## src/rtl/uart_hex_printer.sv

```systemverilog
// Prints a latched 32-bit word as "0x" + DIGITS hex chars + CR LF into the UART TX FIFO.
// Each byte takes 2 cycles (SEND + GAP); waits in SEND while tx_ready is low; tx_start/tx_data are registered.
module uart_hex_printer #(
  parameter int unsigned DIGITS    = 8,
  parameter bit          UPPERCASE = 1'b1
) (
  input  logic        clk,
  input  logic        rst,
  input  logic        start,
  input  logic [31:0] value,
  output logic        busy,
  output logic        done,
  output logic        err,
  output logic        tx_start,
  output logic [7:0]  tx_data,
  input  logic        tx_ready,
  input  logic        tx_overflow
);

  typedef enum logic [1:0] {IDLE, SEND, GAP} state_e;

  localparam logic [3:0] LAST_IDX = 4'(DIGITS + 3);
  localparam logic [3:0] TOP_NIB  = 4'(DIGITS + 1);

  state_e      state_q;
  logic [3:0]  idx_q;
  logic [31:0] value_q;
  logic        busy_q;
  logic        done_q;
  logic        err_q;
  logic        tx_start_q;
  logic [7:0]  tx_data_q;

  logic [2:0]  nib_sel_d;
  logic [3:0]  nib_d;
  logic [7:0]  byte_d;

  // Hex chars occupy byte indices 2..DIGITS+1, mapping to nibbles DIGITS-1..0.
  assign nib_sel_d = 3'(TOP_NIB - idx_q);
  assign nib_d     = value_q[{nib_sel_d, 2'b00} +: 4];

  always_comb begin
    byte_d = 8'h00;
    if (idx_q == 4'd0) begin
      byte_d = 8'h30;
    end else if (idx_q == 4'd1) begin
      byte_d = 8'h78;
    end else if (idx_q == LAST_IDX - 4'd1) begin
      byte_d = 8'h0D;
    end else if (idx_q == LAST_IDX) begin
      byte_d = 8'h0A;
    end else if (nib_d < 4'd10) begin
      byte_d = 8'h30 + {4'h0, nib_d};
    end else begin
      byte_d = (UPPERCASE ? 8'h41 : 8'h61) + {4'h0, nib_d} - 8'd10;
    end
  end

  always_ff @(posedge clk) begin
    if (rst) begin
      state_q    <= IDLE;
      idx_q      <= 4'd0;
      value_q    <= 32'h0;
      busy_q     <= 1'b0;
      done_q     <= 1'b0;
      err_q      <= 1'b0;
      tx_start_q <= 1'b0;
      tx_data_q  <= 8'h00;
    end else begin
      tx_start_q <= 1'b0;
      done_q     <= 1'b0;
      if (busy_q && tx_overflow) begin
        err_q <= 1'b1;
      end
      case (state_q)
        IDLE: begin
          if (start) begin
            value_q <= value;
            err_q   <= 1'b0;
            idx_q   <= 4'd0;
            busy_q  <= 1'b1;
            state_q <= SEND;
          end
        end
        SEND: begin
          if (tx_ready) begin
            tx_start_q <= 1'b1;
            tx_data_q  <= byte_d;
            state_q    <= GAP;
          end
        end
        GAP: begin
          // tx_ready lags by a cycle, so it is only trusted again after this gap.
          if (idx_q == LAST_IDX) begin
            busy_q  <= 1'b0;
            done_q  <= 1'b1;
            state_q <= IDLE;
          end else begin
            idx_q   <= idx_q + 4'd1;
            state_q <= SEND;
          end
        end
        default: state_q <= IDLE;
      endcase
    end
  end

  assign busy     = busy_q;
  assign done     = done_q;
  assign err      = err_q;
  assign tx_start = tx_start_q;
  assign tx_data  = tx_data_q;

endmodule

```

## config.mk

```make
export PLATFORM = sky130hd
export DESIGN_NAME = uart_hex_printer
export DESIGN_NICKNAME = d
export VERILOG_FILES = /design/src/rtl/uart_hex_printer.sv
export SDC_FILE = /design/constraint.sdc
export NUM_CORES = 1
export LEC_CHECK = 0
export ABC_CLOCK_PERIOD_IN_PS = 3900
export CELL_PAD_IN_SITES_DETAIL_PLACEMENT = 1
export CELL_PAD_IN_SITES_GLOBAL_PLACEMENT = 1
export CORE_MARGIN = 1
export CORE_UTILIZATION = 35
export CTS_CLUSTER_SIZE = 30
export DETAILED_ROUTE_END_ITERATION = 6
export PLACE_DENSITY = 0.75
export SKIP_CTS_REPAIR_TIMING = 1
export SLEW_MARGIN = 20
export SYNTH_ARGS = -nofsm -noshare
export SYNTH_HDL_FRONTEND = slang
export SYNTH_SLANG_ARGS = --single-unit
```

## constraint.sdc

```tcl
create_clock -name clk -period 3.9 [get_ports clk]
set_input_delay 0.975 -clock clk [delete_from_list [all_inputs] [get_ports clk]]
set_output_delay 0.975 -clock clk [all_outputs]
set_load 0.01 [all_outputs]
```

== Yosys cells after proc, flatten, opt, wreduce, memory -nomap -nowiden ==
Index checks and enable logic that the tools add are counted.

* Register bits: 50
* Bits of input ports: 37
* Output and inout port bits: 12
* Word-level logic and storage cells: 57

* $add $sub $neg: 5
* $lt $le $gt $ge: 1
* Equality and inequality tests: 9
* Shifts and indexed selects: 1
* Mux-type cells: 20
* Bitwise operators: 2
* Reduce and logical (&&, ||, !) cells: 11

{| class="wikitable"
|+ Operator list
! operator !! count
|-
| two-way mux 8 bit || 5
|-
| variable part select 32 x 6 -> 4 bit || 1
|-
| adder 7 x 4 -> 8 bit, first input constant || 1
|-
| equality test 4 bit, second input constant || 2
|-
| two-way mux 1 bit || 8
|-
| two-way mux 4 bit || 2
|-
| != test 2 bit, second input constant || 4
|-
| one-hot mux 4 bit (2 select lines) || 1
|-
| subtractor 8 x 4 -> 8 bit, second input constant || 1
|-
| adder 6 x 4 -> 7 bit, first input constant || 1
|-
| one-hot mux 2 bit (3 select lines) || 1
|-
| AND reduction 2 bit || 3
|-
| AND reduction 3 bit || 2
|-
| adder 4 x 1 -> 4 bit, second input constant || 1
|-
| equality test 4 x 1 -> 1 bit, second input constant || 1
|-
| zero test 4 bit || 1
|-
| less-than comparator 4 bit, second input constant || 1
|-
| two-way mux 2 bit || 2
|-
| OR reduction 2 bit || 2
|-
| subtractor 1 x 3 -> 3 bit, first input constant || 1
|-
| equality test 2 x 1 -> 1 bit, second input constant || 1
|-
| equality test 2 bit, second input constant || 1
|-
| zero test 2 bit || 1
|-
| inverter 1 bit || 2
|-
| other kinds (3) || 3
|}

== Logic depth before layout (Yosys ltp) ==
Gate-level depths: netlist (run 1).

* Depth after elaboration: 9
* Depth in mapped cells: 8
* Mapped depth without buffers: 7

== Least setup slack after synthesis (run 1) ==
OpenSTA, ideal clock, no wires.

* Path type: reg2reg
* Start: register idx_q[1]
* End: register tx_data_q[2], in the netlist tx_data[2]
* Setup time: 117 ps
* Data arrival time: 2,237 ps
* Required time: 3,783 ps
* Path slack: 1,545 ps
* Cell stages (with the launch flop): 8
* Path buffers: 1
* Period minus slack after synthesis: 2,355 ps
* Cell sequence: dfxtp_1 -> ha_1 -> buf_6 -> mux4_2 -> mux2_4 -> and4b_1 -> a211o_1 -> a32o_1

* Longest elaborated chain between the ends: 9
* Elaborated cells between the ends (all ways): 15
* Classes of those cells: 4 x add/sub; 1 x order compare; 3 x eq/ne; 1 x shift; 5 x mux; 1 x reduce/logical

{| class="wikitable"
|+ RTL lines
! item !! RTL line !! source
|-
| from (decl) || 26 || <nowiki>logic [3:0] idx_q;</nowiki>
|-
| from (signal assigned) || 99 || <nowiki>idx_q <= idx_q + 4'd1;</nowiki>
|-
| subtractor 1 x 3 -> 3 bit || 39 || <nowiki>assign nib_sel_d = 3'(TOP_NIB - idx_q);</nowiki>
|-
| variable part select 32 x 6 -> 4 bit || 40 || <nowiki>assign nib_d = value_q[{nib_sel_d, 2'b00} +: 4];</nowiki>
|-
| adder 7 x 4 -> 8 bit || 55 || <nowiki>byte_d = (UPPERCASE ? 8'h41 : 8'h61) + {4'h0, nib_d} - 8'd10;</nowiki>
|-
| subtractor 8 x 4 -> 8 bit || 55 ||
|-
| two-way mux 8 bit || 52 || <nowiki>end else if (nib_d < 4'd10) begin</nowiki>
|-
| two-way mux 8 bit || 50 || <nowiki>end else if (idx_q == LAST_IDX) begin</nowiki>
|-
| two-way mux 8 bit || 48 || <nowiki>end else if (idx_q == LAST_IDX - 4'd1) begin</nowiki>
|-
| two-way mux 8 bit || 46 || <nowiki>end else if (idx_q == 4'd1) begin</nowiki>
|-
| two-way mux 8 bit * || 44 || <nowiki>if (idx_q == 4'd0) begin</nowiki>
|-
| to (signal assigned) || 88 || <nowiki>tx_data_q <= byte_d;</nowiki>
|-
| to (decl) || 32 || <nowiki>logic [7:0] tx_data_q;</nowiki>
|}

Mark *: on every way between the ends. The rest lies on a longest branch, timed or not.
A chain may end at the register's enable or synchronous reset.

== Final worst setup path (run 1) ==
Ends and elaborated chain as after synthesis.

==> results of run 1 <==
==> layout by cell type (no fill, tap or decap), types with 3 or more instances in the layout <==
cell type	synthesis	final
clkbuf_8	0	6
mux4_2	8	8
and3b_1	3	3
nor2_1	11	11
nor3_1	6	6
a21oi_1	43	43
ha_1	6	6
nand2_1	71	71
mux2i_1	4	4
clkdlybuf4s50_1	0	47
buf_4	1	3
o21ai_0	3	3
dfxtp_1	49	49
==> registers in the layout, summed over array words and instances (netlist names) <==
signal and cells:
tx_start 1, state_q 2, idx_q 4, value_q 32
err 1, done 1, tx_data 7, busy 1
==> logic make-up after synthesis <==
logic type               after synthesis  synth area share [%]
other                                  1                 0.169
XOR/XNOR                               2                 0.788
AND/OR/NAND/NOR                      105                  20.6
buffers and inverters                 20                  4.22
AO/OA/AOI/OAI                         59                  15.1
adder cells (fa/ha/maj)                6                  3.38
flip-flops                            49                  44.1
multiplexers                          14                  11.6
==> path summary, 6_finish.rpt <==
check,from,end
worst max-delay path,idx_q[1],tx_data[2]
worst min-delay path,value_q[6],value_q[6]
worst max register to register,idx_q[1],tx_data[2]
worst min register to register,value_q[6],value_q[6]
==> routing by layer <==
layer	GRT usage [%]	part of all wire, %	routed length [um]
met4	3.86	1.1	57
met3	3.22	3.3	178
met5	0	0	0
met1	21.4	44	2350
met2	32.4	52	2750
==> worst reg2reg max path, stage by stage (launching register included) <==
cell and delay, ps:
dfxtp_1 430, ha_1 570, mux4_2 580, mux2_4 320, and4b_1 200, a211o_1 310
a32o_1 210
==> cell type report <==
type                       instances  area (um^2)  area share (%)
timing repair buffer              50          493            17.5
inverter                           3         11.3           0.399
clock inverter                     1         7.51           0.266
sequential                        49          981            34.8
clock buffer                       6         82.6            2.93
multi-input combinational        187         1150            40.8
tap                               75         93.8            3.33
==> stage by stage <==
stage | setup WS, ps | utilization, % | cells | total power, W
floorplan | 1550 | - | 256 | 0.000635
global placement | 1070 | 45.3 | 364 | 0.000700
detailed placement | 976 | 45.3 | 364 | 0.000705
CTS | 1170 | 46.8 | 371 | 0.00101
global route | 1050 | 46.8 | 371 | 0.00104
finish | 1190 | 46.8 | 371 | 0.000995
==> where the power goes <==
group | leakage (nW) | internal (W) | switching [W] | total [W]
registers | 0.401 | 0.000527 | 0.0000166 | 0.000543
logic | 0.583 | 0.0000764 | 0.0000716 | 0.000148
clock network | 0.0433 | 0.000140 | 0.000164 | 0.000304
==> impl_metrics.py, run 1 <==
metrics = {
    "outcome": {
        "outcome": "completed",
    },
    "yosys": {
        "synth_top_cell_by_area": "dfxtp_1",
        "postSynthCellCount": 256,
        "syn_nets": 299,
        "ys_top_cells_by_count": "nand2_1 (71), dfxtp_1 (49), a21oi_1 (43)",
        "avgSynthCellArea_um2": 8.68,
        "syn-cell-area_um2": 2220,
        "yosys.cell_types.count": 39,
        "ys_ff_latch": 49,
        "yosysMostFrequentCell": "nand2_1",
        "synth_top_area_share_pct": 44.1,
        "synth_flop_cell": "dfxtp_1",
        "seq_area_frac_synth_pct": 44.1,
        "async_flop_share_pct": 0,
        "yosys_warnings": 0,
        "synth-edff-count": 0,
        "synth_area_leaders": "dfxtp_1 (44%), nand2_1 (12%), a21oi_1 (9.7%), mux4_2 (8.1%), ha_1 (3.4%)",
    },
    "place": {
        "place.port_buffers": 47,
        "gp_congestion": 0.750,
        "placed_area_um2": 2730,
        "place_hpwl_mm": 3.88,
    },
    "clocking": {
        "root_buffer": "clkbuf_8",
        "clkTransAtPathRegs_ps": 90,
        "clockBufferDepth": 2,
        "insertion_delay_ps": 290,
        "cts_htree_levels": 2,
        "clock_sink_count": 49,
        "cts_buffers": 5,
        "cts_tree": "yes",
    },
    "die": {
        "io_pins": 49,
        "num_rows": 28,
        "start_util_pct": 36.9,
        "chipWidth_um": 81.7,
        "coreArea_um2": 6030,
        "die_y_um": 81.7,
        "die_area_um2": 6670,
    },
    "sta": {
        "rsz0062_at_grt": "false",
        "finalSetupTns_ps": 0,
        "skew_ps": 5.73,
        "min_period_ps": 2710,
        "max_freq_ghz": 0.369,
        "max_slew_margin_pct": 47.6,
        "period_share_pct": 69.6,
        "hold_slack_ps": 459,
        "final-setup-viol-count": 0,
        "hold_violations": 0,
        "tightest_slew_ps": 784,
        "finalMaxSlewViolations": 0,
    },
    "routing": {
        "vias": 1909,
        "first_iter_violations": 66,
        "drc": 0,
        "ant_nets": 0,
        "routed_wirelength_mm": 5.34,
        "wire_per_inst_um": 14.4,
        "first_pass_iters": 4,
        "viasPerCell": 5.15,
    },
    "worst_setup_path": {
        "worst_ep_arrival_time_ps": 2900,
        "end_kind": "register",
        "crit_path_top_delay_cell": "mux4_2",
        "cp-start-kind": "register",
        "critPathRequiredTime_ps": 4090,
        "slowest_delay_ps": 580,
        "critPathMaxFanout": 7,
        "critical_path_class": "register to register",
        "worst-path-buf-inv": 0,
        "path_cells": "ha_1, mux4_2, mux2_4, and4b_1, a211o_1, a32o_1",
        "crit_family": "multiplexers",
        "ff2ff_path_depth": 6,
        "cp.depth": 6,
        "ff2ff_setup_slack_ps": 1190,
    },
    "final_layout": {
        "fillCellCount": 721,
        "drive_gt1_share_pct": 7.77,
        "synthToLayoutAreaGrowth_pct": 27.0,
        "design_area_um2": 2820,
        "nets": 339,
        "antenna_cells": 0,
    },
    "flow_run": {
        "cap_violations": 0,
    },
    "worst_hold_path": {
        "hold_class": "register to register",
        "holdPathStages": 2,
    },
    "pwr": {
        "ir_drop_mv": 0.140,
        "power_leakage_nw": 1.03,
        "power_density_nw_per_um2": 353,
    },
    "grt": {
        "grt_pass1_vias": 1897,
        "grt_max_degree": 34,
        "grt_first_pass_wirelength_mm": 8.98,
        "grt_usage_pct": 17.7,
        "antenna_found_initial": 0,
        "grt-ovfl-total": 0,
    },
}
No activity file was read; power rests on OpenSTA's default activity.
==> run 2: changes to the inputs <==
- ABC_CLOCK_PERIOD_IN_PS: 3900 -> 2600
- clock period: 3.9 -> 2.6 ns (I/O delays scaled with it)
==> run 2 against run 1 <==
  * Wire length is 0.62% higher
  * Global-route usage up 0.24 points
  * First-iteration DRC count decreased by 14%
  * Clock-buffer cell count fell by 1
  * Register-to-register slack worse by 1100 ps
  * Core utilization is 1.1 points higher
  * Sequential share of layout area down 0.78 points
  * Cell area up 2.3%
  * Flip-flop and latch count unchanged
  * Largest cell class unchanged
  * Largest power group unchanged
==> impl_metrics.py, run 2 (same netlist as run 1, synthesis figures left out) <==
metrics = {
    "outcome": {
        "outcome": "completed",
    },
    "clocking": {
        "insertion_delay_ps": 300,
        "cts_tree": "yes",
        "root_buffer": "clkbuf_8",
        "cts_buffers": 5,
        "clkTransAtPathRegs_ps": 90,
        "clockBufferDepth": 2,
        "clock_sink_count": 49,
        "cts_htree_levels": 2,
    },
    "die": {
        "chipWidth_um": 81.7,
        "io_pins": 49,
        "num_rows": 28,
        "coreArea_um2": 6030,
        "start_util_pct": 36.9,
        "die_area_um2": 6670,
        "die_y_um": 81.7,
    },
    "worst_setup_path": {
        "critPathMaxFanout": 7,
        "r2r_start": "idx_q[2]",
        "end_kind": "register",
        "ff2ff_setup_slack_ps": 120,
        "ff2ff_path_depth": 8,
        "cp-start-kind": "register",
        "critPathRequiredTime_ps": 2790,
        "worst_ep_arrival_time_ps": 2660,
        "r2r_end": "tx_data[2]",
        "cp-startpoint": "idx_q[2]",
        "critical_path_class": "register to register",
    },
    "routing": {
        "first_iter_violations": 57,
        "ant_nets": 0,
        "vias": 1897,
        "first_pass_iters": 4,
        "routed_wirelength_mm": 5.37,
        "viasPerCell": 5.05,
        "drc": 0,
        "wire_per_inst_um": 14.3,
    },
    "pwr": {
        "power_leakage_nw": 1.07,
        "power_density_nw_per_um2": 549,
        "ir_drop_mv": 0.354,
        "p_total_w": 0.00158,
    },
    "sta": {
        "max_freq_ghz": 0.404,
        "final-setup-viol-count": 0,
        "skew_ps": 11.3,
        "hold_slack_ps": 458,
        "finalMaxSlewViolations": 0,
        "finalSetupTns_ps": 0,
        "rsz0062_at_grt": "false",
        "tightest_slew_ps": 465,
        "min_period_ps": 2480,
        "hold_violations": 0,
        "max_slew_margin_pct": 68.1,
        "period_share_pct": 95.3,
    },
    "final_layout": {
        "drive_gt1_share_pct": 8.97,
        "antenna_cells": 0,
        "top_register": "value_q",
        "nets": 344,
        "fin_cells": 376,
        "most-common-layout-cells": "nand2_1 (71), dfxtp_1 (49), clkdlybuf4s50_1 (47)",
        "synthToLayoutAreaGrowth_pct": 29.9,
        "largest_reg_flops": 32,
        "mostFrequentLayoutCell": "nand2_1",
        "final_util_pct": 47.9,
    },
    "grt": {
        "top_usage_layer": "met2",
        "grt_usage_pct": 18.0,
        "grt_use_met2_pct": 32.6,
        "grt_max_degree": 38,
        "grt_first_pass_wirelength_mm": 9.20,
        "grt-ovfl-total": 0,
        "grt_util_met1_pct": 22.1,
        "use_met3_pct": 3.00,
        "antenna_found_initial": 0,
        "grt_pass1_vias": 1916,
    },
    "place": {
        "place_hpwl_mm": 4.13,
        "gp_congestion": 0.807,
        "place_inst": 369,
        "place.port_buffers": 47,
    },
    "worst_hold_path": {
        "min_to": "value_q[17]",
        "hp-start": "value_q[17]",
        "holdPathStages": 2,
        "hold_class": "register to register",
    },
    "flow_run": {
        "cap_violations": 0,
    },
}
run 2: cell count changes in the layout (fill, tap and decap cells not counted), sizes merged:
| cell | previous run | this run |
|---|---|---|
| buf | 3 | 8 |
| bufinv | 0 | 1 |
| clkbuf | 6 | 5 |
| clkinvlp | 1 | 0 |
| inv | 3 | 4 |
run 2: final cells by class:
type | count | area, um^2
clock buffer | 5 | 68.8
clock inverter | 2 | 38.8
fill | 743 | 3140
inverter | 3 | 11.3
multi-input combinational | 187 | 1150
sequential | 49 | 981
tap | 75 | 93.8
timing repair buffer | 55 | 543
run 2: power by group:
part	switching (W)	total, W	internal [W]
combinational	0.000107	0.000228	0.000120
clock	0.000254	0.000539	0.000285
sequential	0.0000263	0.000817	0.000790
run 2: critical path, cell delays in order, from the launching register on:
cell	delay (ps)
dfxtp_1	380
ha_1	410
buf_4	180
mux4_2	330
mux2i_4	230
ha_1	250
a211oi_1	90
a211o_1	300
a32o_1	200
run 2: worst max-delay path by stage:
stage	endpoint	slack, ps
CTS	tx_data[2]	120
global route	tx_data[2]	30
finish	tx_data[2]	120
detailed placement	tx_data[2]	150
floorplan	tx_data[2]	250
global placement	tx_data[2]	230
run 2: stage by stage:
stage,worst slack [ps],cell area (um^2)
final,122,2890
after global routing,30.4,2890
after CTS,125,2890
after detailed placement,146,2780
after global placement,231,2780
after floorplan,245,2220
run 2: metal layers:
metal / routed length, um / up-vias
met5: 0 / -
met4: 64 / 0
met3: 181 / 6
met2: 2720 / 41
met1: 2410 / 882
li1: - / 968
==> run 3: changes to the inputs <==
- CORE_UTILIZATION: 35 -> 37
- PLACE_DENSITY: 0.75 -> 0.79
==> run 3 against run 2 <==
  * Critical path type unchanged
  * Clock power is 2% lower
  * Power decreased by 0.87%
  * Clock-buffer cell count unchanged
  * Critical endpoint unchanged
==> impl_metrics.py, run 3 (same netlist as run 1, synthesis figures left out) <==
metrics = {
    "outcome": {
        "outcome": "completed",
    },
    "grt": {
        "grt_pass1_vias": 1989,
        "grt_first_pass_wirelength_mm": 9.42,
        "grt-ovfl-total": 0,
        "grt_usage_pct": 19.5,
        "grt_max_degree": 34,
        "antenna_found_initial": 0,
    },
    "clocking": {
        "root_buffer": "clkbuf_8",
        "cts_htree_levels": 2,
        "clkTransAtPathRegs_ps": 80,
        "clock_sink_count": 49,
        "clockBufferDepth": 2,
        "cts_buffers": 5,
        "cts_tree": "yes",
        "insertion_delay_ps": 300,
    },
    "final_layout": {
        "seqCellArea_um2": 981,
        "fillCellCount": 670,
        "largest_reg_flops": 32,
        "most-common-layout-cells": "nand2_1 (71), dfxtp_1 (49), clkdlybuf4s50_1 (47)",
        "nets": 345,
        "antenna_cells": 0,
        "fin_cells": 374,
        "top_register": "value_q",
        "synthToLayoutAreaGrowth_pct": 29.5,
        "mostFrequentLayoutCell": "nand2_1",
        "drive_gt1_share_pct": 9.60,
        "multi_input_area_um2": 1150,
    },
    "sta": {
        "finalSetupTns_ps": 0,
        "final-setup-viol-count": 0,
        "max_freq_ghz": 0.415,
        "finalMaxSlewViolations": 0,
        "hold_violations": 0,
        "min_period_ps": 2410,
        "period_share_pct": 92.7,
        "skew_ps": 2.12,
        "rsz0062_at_grt": "false",
    },
    "die": {
        "num_rows": 27,
        "start_util_pct": 39.4,
        "die_y_um": 79.5,
        "io_pins": 49,
        "coreArea_um2": 5640,
        "chipWidth_um": 79.5,
        "die_area_um2": 6320,
    },
    "routing": {
        "wire_per_inst_um": 14.6,
        "viasPerCell": 5.17,
        "first_pass_iters": 4,
        "vias": 1935,
        "first_iter_violations": 74,
        "drc": 0,
        "ant_nets": 0,
        "routed_wirelength_mm": 5.46,
    },
    "worst_setup_path": {
        "critPathRequiredTime_ps": 2800,
        "r2r_end": "tx_data[2]",
        "end_kind": "register",
        "cp-startpoint": "idx_q[2]",
        "cp-start-kind": "register",
        "ff2ff_path_depth": 8,
        "r2r_start": "idx_q[2]",
        "critical_path_class": "register to register",
        "critPathMaxFanout": 7,
        "worst_ep_arrival_time_ps": 2610,
        "ff2ff_setup_slack_ps": 190,
    },
    "place": {
        "place_inst": 367,
        "place_hpwl_mm": 4.22,
        "place.port_buffers": 47,
        "gp_congestion": 0.779,
    },
    "pwr": {
        "ir_drop_mv": 0.250,
        "power_leakage_nw": 1.06,
        "power_density_nw_per_um2": 545,
    },
    "worst_hold_path": {
        "holdPathStages": 2,
        "hold_class": "register to register",
        "min_to": "value_q[25]",
        "hp-start": "value_q[25]",
    },
    "flow_run": {
        "cap_violations": 0,
    },
}
run 3: cell types whose count changed in the layout (fill, tap and decap cells not counted):
cell	change
mux2i_1	-1
buf_12	-1
clkinv_2	+1
inv_6	-1
mux2i_2	+1
buf_4	+2
run 3: power breakdown:
| group | internal, W | leakage [nW] | switching, W |
|---|---|---|---|
| Clock | 0.000280 | 0.0540 | 0.000247 |
| Sequential | 0.000790 | 0.401 | 0.0000291 |
| Combinational | 0.000119 | 0.607 | 0.000105 |
| Total | 0.00119 | 1.06 | 0.000381 |
run 3: area by class of cell:
class                      count  area share [%]
clock inverter                 2            1.22
tap                           72            3.13
timing repair buffer          56            18.7
multi-input combinational    187            40.1
inverter                       3           0.391
sequential                    49            34.1
clock buffer                   5            2.39
run 3: per-stage QoR:
stage | hold WS (ps) | utilization [%] | area [um^2] | setup WS (ps) | total power (W)
after detailed placement | 450 | 49.1 | 2770 | 171 | 0.00106
after global placement | 445 | 49.1 | 2770 | 264 | 0.00105
after CTS | 462 | 50.9 | 2870 | 140 | 0.00159
final | 460 | 51.0 | 2880 | 190 | 0.00157
after floorplan | 433 | - | 2220 | 245 | 0.000953
after global routing | 487 | 51.0 | 2880 | 30.9 | 0.00165
run 3: worst max-delay path by stage:
stage	to	slack, ps	cells past startpoint
after detailed placement	tx_data[2]	170	7
final	tx_data[2]	190	8
after global routing	tx_data[2]	30	8
after floorplan	tx_data[2]	250	7
after global placement	tx_data[2]	260	7
after CTS	tx_data[2]	140	7
run 3: per-layer routing:
layer	track usage, %	vias up	wire length, um
li1	-	969	-
met1	22.4	902	2350
met2	34.9	48	2790
met3	3.09	16	158
met4	9.09	0	157
met5	0	-	0
run 3: worst max-delay path, stage by stage, from the launching register on:
cell      delay, ps
dfxtp_1         470
ha_1            330
buf_4           180
mux4_2          310
mux2i_4         230
ha_1            230
a211oi_1         80
a211o_1         290
a32o_1          200
